--- config.mk ---
export PLATFORM = sky130hd
export DESIGN_NAME = nrzi_rx
export DESIGN_NICKNAME = d
export VERILOG_FILES = /design/src/rtl/nrzi_pkg.sv /design/src/rtl/nrzi_bit_decoder.sv /design/src/rtl/nrzi_rx.sv
export SDC_FILE = /design/constraint.sdc
export NUM_CORES = 1
export LEC_CHECK = 0
export ABC_AREA = 1
export BUFFER_PORTS_ARGS = -buffer_cell sky130_fd_sc_hd__buf_2
export CAP_MARGIN = 20
export CORE_UTILIZATION = 56
export CTS_CLUSTER_DIAMETER = 40
export DETAILED_ROUTE_END_ITERATION = 10
export GPL_TIMING_DRIVEN = 1
export HOLD_SLACK_MARGIN = 0.02
export PLACE_DENSITY = 0.73
export SLEW_MARGIN = 40
export SYNTH_ARGS = -nofsm -noshare
export SYNTH_HDL_FRONTEND = slang
export SYNTH_HIERARCHICAL = 1
export SYNTH_SLANG_ARGS = --single-unit
--- constraint.sdc ---
create_clock -name clock -period 1.8 [get_ports clock]
set_clock_uncertainty 0.2 [all_clocks]
set_input_delay 0.09 -clock clock [delete_from_list [all_inputs] [get_ports clock]]
set_output_delay 0.09 -clock clock [all_outputs]
set_load 0.05 [all_outputs]
--- src/rtl/nrzi_pkg.sv ---
// nrzi_pkg: shared types and defaults for the NRZI receive path.
//   rx_state_t             - receiver FSM states (HUNT for sync, RECV for data)
//   NRZI_SYNC_DEFAULT      - default sync window pattern, newest decoded bit in bit 7
//   NRZI_STUFF_LEN_DEFAULT - default run of decoded 1s that forces a stuffed 0
package nrzi_pkg;

    typedef enum logic [0:0] {
        HUNT = 1'b0,
        RECV = 1'b1
    } rx_state_t;

    // Seven 0s then a single 1 in time order.
    localparam logic [7:0]  NRZI_SYNC_DEFAULT      = 8'h80;
    localparam int unsigned NRZI_STUFF_LEN_DEFAULT = 6;

endpackage

--- src/rtl/nrzi_bit_decoder.sv ---
// nrzi_bit_decoder: turns the NRZI line level into decoded data bits.
// A held level decodes as 1, a transition decodes as 0. This undoes the encoder,
// whose line toggles on a 0 and holds on a 1.
//   clock_i   - sample clock, one bit cell per rising edge
//   reset_i   - asynchronous active-high reset; previous level returns to 1
//   line_i    - raw NRZI line level
//   dec_bit_o - combinational decoded bit for the current cell
module nrzi_bit_decoder (
    input  logic clock_i,
    input  logic reset_i,
    input  logic line_i,
    output logic dec_bit_o
);

    logic prev_q;

    // The previous level tracks the line in every state and even during a
    // synchronous abort, so the first bit after an abort still decodes right.
    // Reset value 1 matches the encoder's idle line level.
    always_ff @(posedge clock_i or posedge reset_i) begin
        if (reset_i) begin
            prev_q <= 1'b1;
        end else begin
            prev_q <= line_i;
        end
    end

    assign dec_bit_o = ~(line_i ^ prev_q);

endmodule

--- src/rtl/nrzi_rx.sv ---
// nrzi_rx: NRZI serial receiver. Decodes the line, hunts for the sync
// pattern, strips stuffed 0s and assembles LSB-first bytes.
//   clock       - single clock, one line sample per rising edge
//   reset       - asynchronous active-high reset
//   line        - NRZI line level
//   clear       - synchronous abort back to HUNT, suppresses any pulse this cycle
//   data_out    - last completed byte, first received bit in bit 0
//   data_valid  - one-cycle pulse when data_out updates
//   sync_found  - one-cycle pulse when the sync pattern is matched
//   stuff_error - one-cycle pulse when a run of 1s is not followed by a stuffed 0
module nrzi_rx
    import nrzi_pkg::*;
#(
    parameter logic [7:0]  SYNC      = NRZI_SYNC_DEFAULT,
    parameter int unsigned STUFF_LEN = NRZI_STUFF_LEN_DEFAULT
) (
    input  logic       clock,
    input  logic       reset,
    input  logic       line,
    input  logic       clear,
    output logic [7:0] data_out,
    output logic       data_valid,
    output logic       sync_found,
    output logic       stuff_error
);

    localparam int unsigned       OnesW    = $clog2(STUFF_LEN + 1);
    localparam logic [OnesW-1:0]  StuffMax = OnesW'(STUFF_LEN);
    localparam logic [OnesW-1:0]  OnesOne  = OnesW'(1);

    logic dec_bit;

    nrzi_bit_decoder u_dec (
        .clock_i   (clock),
        .reset_i   (reset),
        .line_i    (line),
        .dec_bit_o (dec_bit)
    );

    rx_state_t        state_q,       state_d;
    logic [7:0]       window_q,      window_d;
    logic [7:0]       shreg_q,       shreg_d;
    logic [OnesW-1:0] ones_q,        ones_d;
    logic [2:0]       bit_cnt_q,     bit_cnt_d;
    logic [7:0]       data_out_q,    data_out_d;
    logic             data_valid_q,  data_valid_d;
    logic             sync_found_q,  sync_found_d;
    logic             stuff_error_q, stuff_error_d;

    // Right shift with the new bit entering at the top. Written as shift-or so
    // every bit of the source register is consumed.
    logic [7:0] win_shift;
    logic [7:0] sh_shift;

    always_comb begin
        win_shift = {dec_bit, 7'b0} | (window_q >> 1);
        sh_shift  = {dec_bit, 7'b0} | (shreg_q >> 1);
    end

    always_comb begin
        state_d       = state_q;
        window_d      = window_q;
        shreg_d       = shreg_q;
        ones_d        = ones_q;
        bit_cnt_d     = bit_cnt_q;
        data_out_d    = data_out_q;
        data_valid_d  = 1'b0;
        sync_found_d  = 1'b0;
        stuff_error_d = 1'b0;

        if (clear) begin
            // Abort wins over any match, byte or error in the same cycle.
            state_d   = HUNT;
            window_d  = '0;
            shreg_d   = '0;
            ones_d    = '0;
            bit_cnt_d = '0;
        end else begin
            unique case (state_q)
                HUNT: begin
                    window_d = win_shift;
                    if (win_shift == SYNC) begin
                        state_d      = RECV;
                        sync_found_d = 1'b1;
                        ones_d       = '0;
                        bit_cnt_d    = '0;
                    end
                end

                RECV: begin
                    if (ones_q == StuffMax) begin
                        // This cell must be a stuffed 0. It is dropped without
                        // touching the byte, even across a byte boundary.
                        if (dec_bit) begin
                            stuff_error_d = 1'b1;
                            state_d       = HUNT;
                            window_d      = '0;
                            shreg_d       = '0;
                            ones_d        = '0;
                            bit_cnt_d     = '0;
                        end else begin
                            ones_d = '0;
                        end
                    end else begin
                        shreg_d = sh_shift;
                        ones_d  = dec_bit ? (ones_q + OnesOne) : '0;
                        if (bit_cnt_q == 3'd7) begin
                            data_out_d   = sh_shift;
                            data_valid_d = 1'b1;
                            bit_cnt_d    = '0;
                        end else begin
                            bit_cnt_d = bit_cnt_q + 3'd1;
                        end
                    end
                end

                default: begin
                    state_d = HUNT;
                end
            endcase
        end
    end

    always_ff @(posedge clock or posedge reset) begin
        if (reset) begin
            state_q       <= HUNT;
            window_q      <= '0;
            shreg_q       <= '0;
            ones_q        <= '0;
            bit_cnt_q     <= '0;
            data_out_q    <= '0;
            data_valid_q  <= 1'b0;
            sync_found_q  <= 1'b0;
            stuff_error_q <= 1'b0;
        end else begin
            state_q       <= state_d;
            window_q      <= window_d;
            shreg_q       <= shreg_d;
            ones_q        <= ones_d;
            bit_cnt_q     <= bit_cnt_d;
            data_out_q    <= data_out_d;
            data_valid_q  <= data_valid_d;
            sync_found_q  <= sync_found_d;
            stuff_error_q <= stuff_error_d;
        end
    end

    assign data_out    = data_out_q;
    assign data_valid  = data_valid_q;
    assign sync_found  = sync_found_q;
    assign stuff_error = stuff_error_q;

endmodule

==> impl_results.md <==
- Synth top area cells: dfrtp_1 (57%), nand2_1 (7.7%), inv_1 (6.4%)
- Post-synth top cells: dfrtp_1 (32), nand2_1 (29), inv_1 (24)
- Gr ovfl total: 0
- Most common cell in the netlist: dfrtp_1
- Netlist Area Pre-Place: 1414 um^2
- DRC violations left: 0
- Clock root buffer: clkbuf_4
- # rows: 17
- WP data arrival: 1670 ps
- Setup slack after layout: 146.2 ps
- I/O pin count: 15
- Synth Register Bits: 33
- Final Cycle Share: around nine tenths
- Post-synth EDFFs: 0
- Clk_lat worst skew: about 330 ps
- Core box area: ~2300 um^2
- FILL cells: 177
- Antenna diode count: 0
- Mapped Nets: between 150 and 200
- Sink Count: 33
- Vias in the first global route: around 1,100
- Post-CTS Setup Bufs: 0
- Period minus WS final: between 1500 and 2000 ps
- Register area share after synthesis: 58.50%
- Finished layout cell area: around 1600 um^2
- Share of cells above drive strength 1: about a quarter
- Avg WL per Cell: about 13 um
- Initial Utilization: 61.55%
- Post-layout nets: between 150 and 200
- Top-area cell type share of the netlist area: 56.64%
- Crit Path Class: reg -> reg
- Placement Setup Slack: roughly 120 ps
- Status: finished clean
- Yosys warnings: 6
- Max-cap violations: 0
- First-pass GRT wire length: 4326 um
- Largest net degree at the start of global routing: 33
- DRT Pass-1 Iters: 4
- Synthesized area per cell: 9.818 um^2
- Initial antenna violation count: 0
- Number of vias per cell: 5.299
- Final setup fails: 0
- Number of DRC markers in iteration 0: 23
- CP max FO: 17
- CTS Buf Count: 5
- WL final: between 2000 and 2500 um
- Post-synth top flop: dfrtp_1
- Input/output buffers: 14
- Pwr/cell area: 822.7 nW/um^2
- Max IR drop VDD: 500.7 uV
- Via count: about 1,000
- Distinct cells, synth: 20
- Die ar.: 2730 um^2
- Fmax: 0.6047 GHz
- Die H: between 50 and 60 um
- Sequential cell area: 827.0 um^2
- Slew Limit Fails: 0
- HPWL Detailed: approximately 1800 um
- CP endpoint kind: register
- Leakage: 0.8502 nW
- Synth area leader: dfrtp_1
- Worst Tran Pin Value: 394.0 ps
- Clock transition at path regs: 90 ps
- Placer Congestion: 0.7231
- Rel. slew slack: 73.73%
- Antenna Nets Post-Route: 0
- GRT Util Overall: 23.06%
- Crit path launch type: register
- Layout area overhead: 13.45%
- Fin. Hold Viols: 0
- Syn Inst Count: 144
- CTS tree: done
- Ys async rst share: 100.0%
- DIE WIDTH: 52.25 um
- Area of the multi-input gates: 480.5 um^2
- RSZ-0062 raised after global routing: true
- H-Tree Level Count: 2
- Min-Delay Path Class: in -> async
- Area post-placement: 1515 um^2
- Required @ worst endpoint: 1820 ps
- Longest Clk Path Bufs: 2
==> what timing repair did <==
action / 4_1_cts / 5_1_grt
endpoints found under the setup margin: 0 / 14
hold buffers: 3 / 0
gates resized for setup: 0 / 3
hold endpoints to repair: 39 / 0
==> cell type report <==
type | count | share of cell area, %
Sequential cell | 33 | 51.56
Tap cell | 28 | 2.184
Multi-Input combinational cell | 83 | 29.95
Timing Repair Buffer | 19 | 7.176
Inverter | 26 | 6.084
Clock buffer | 8 | 3.042
==> kinds of logic after synthesis <==
family	count (synthesis)	share of synthesized area, %
buffers and inverters	28	8.230
xor gates and xnor gates	1	0.6196
and+or+nand+nor	51	16.55
adders and majority gates	4	3.540
DFF	33	58.50
AOI/OAI and AO/OA	27	12.57
==> per-layer routing <==
layer / GRT usage, % / part of all wire [%]
met1: 25.15 / 41
met2: 39.96 / 51
met3: 6.087 / 4.7
met4: 13.60 / 2.7
met5: 0 / 0
==> power by group <==
| part | switching [W] | internal, W |
|---|---|---|
| Sequential | 0.0000183 | 0.000767 |
| Clock | 0.000231 | 0.000156 |
| Combinational | 0.000104 | 0.0000448 |
| Total | 0.000353 | 0.000967 |
==> stage by stage <==
stage	power (W)	setup TNS [ps]	util, %	instances	hold WS, ps
after floorplan	0.0009019	0	-	144	-220.3
after global placement	0.0009338	0	65.96	186	-105.3
after detailed placement	0.0009390	0	65.96	186	-93.49
after CTS	0.001330	0	69.39	197	96.83
after global routing	0.001382	-14.48	69.83	197	102.9
final	0.001320	0	69.83	197	108.7
==> placed cells by master (no fill, tap or decap) <==
| cell type | n |
|---|---|
| clkbuf_4 | 5 |
| nand2_4 | 1 |
| clkinv_1 | 1 |
| nand2_2 | 4 |
| buf_2 | 14 |
| clkbuf_1 | 3 |
| nand2_1 | 27 |
| inv_1 | 24 |
| o21ai_2 | 8 |
| nor3_1 | 1 |
| o21ai_0 | 11 |
| nor2_1 | 5 |
| nand3_1 | 10 |
| nor2_4 | 2 |
| a21oi_2 | 1 |
| xnor2_1 | 1 |
| inv_2 | 1 |
| o22ai_1 | 7 |
| dfstp_2 | 1 |
| dfrtp_1 | 32 |
| nand3_2 | 1 |
| dlygate4sd3_1 | 3 |
| buf_4 | 2 |
| ha_1 | 4 |
==> sequential cells by signal (all words and copies together) (netlist names) <==
signal and count:
bit_cnt_q 3, state_q 1, u_dec/prev_q 1, stuff_error 1, data_valid 1, shreg_q 7
data_out 8, sync_found 1, ones_q 3, window_q 7
==> critical path: stages, from the launching register on <==
cell and delay, ps:
dfrtp_1 400, inv_1 70, ha_1 190, nand2_1 90, nand2_2 70, nor2_4 150, nand2_4 170, nand2_1 120
o21ai_2 60
==> path summary, 6_finish.rpt <==
check	start	endpoint	slack [ps]	cells after the start
max	ones_q[0]	data_out[5]	150	8
min	reset	u_dec/prev_q	110	3
max reg2reg	ones_q[0]	data_out[5]	150	8
min reg2reg	data_out[4]	data_out[4]	290	2
max in group asynchronous	reset	ones_q[0]	920	4
min in group clock	line	u_dec/prev_q	250	2
Power figures use the tool's default switching activity.
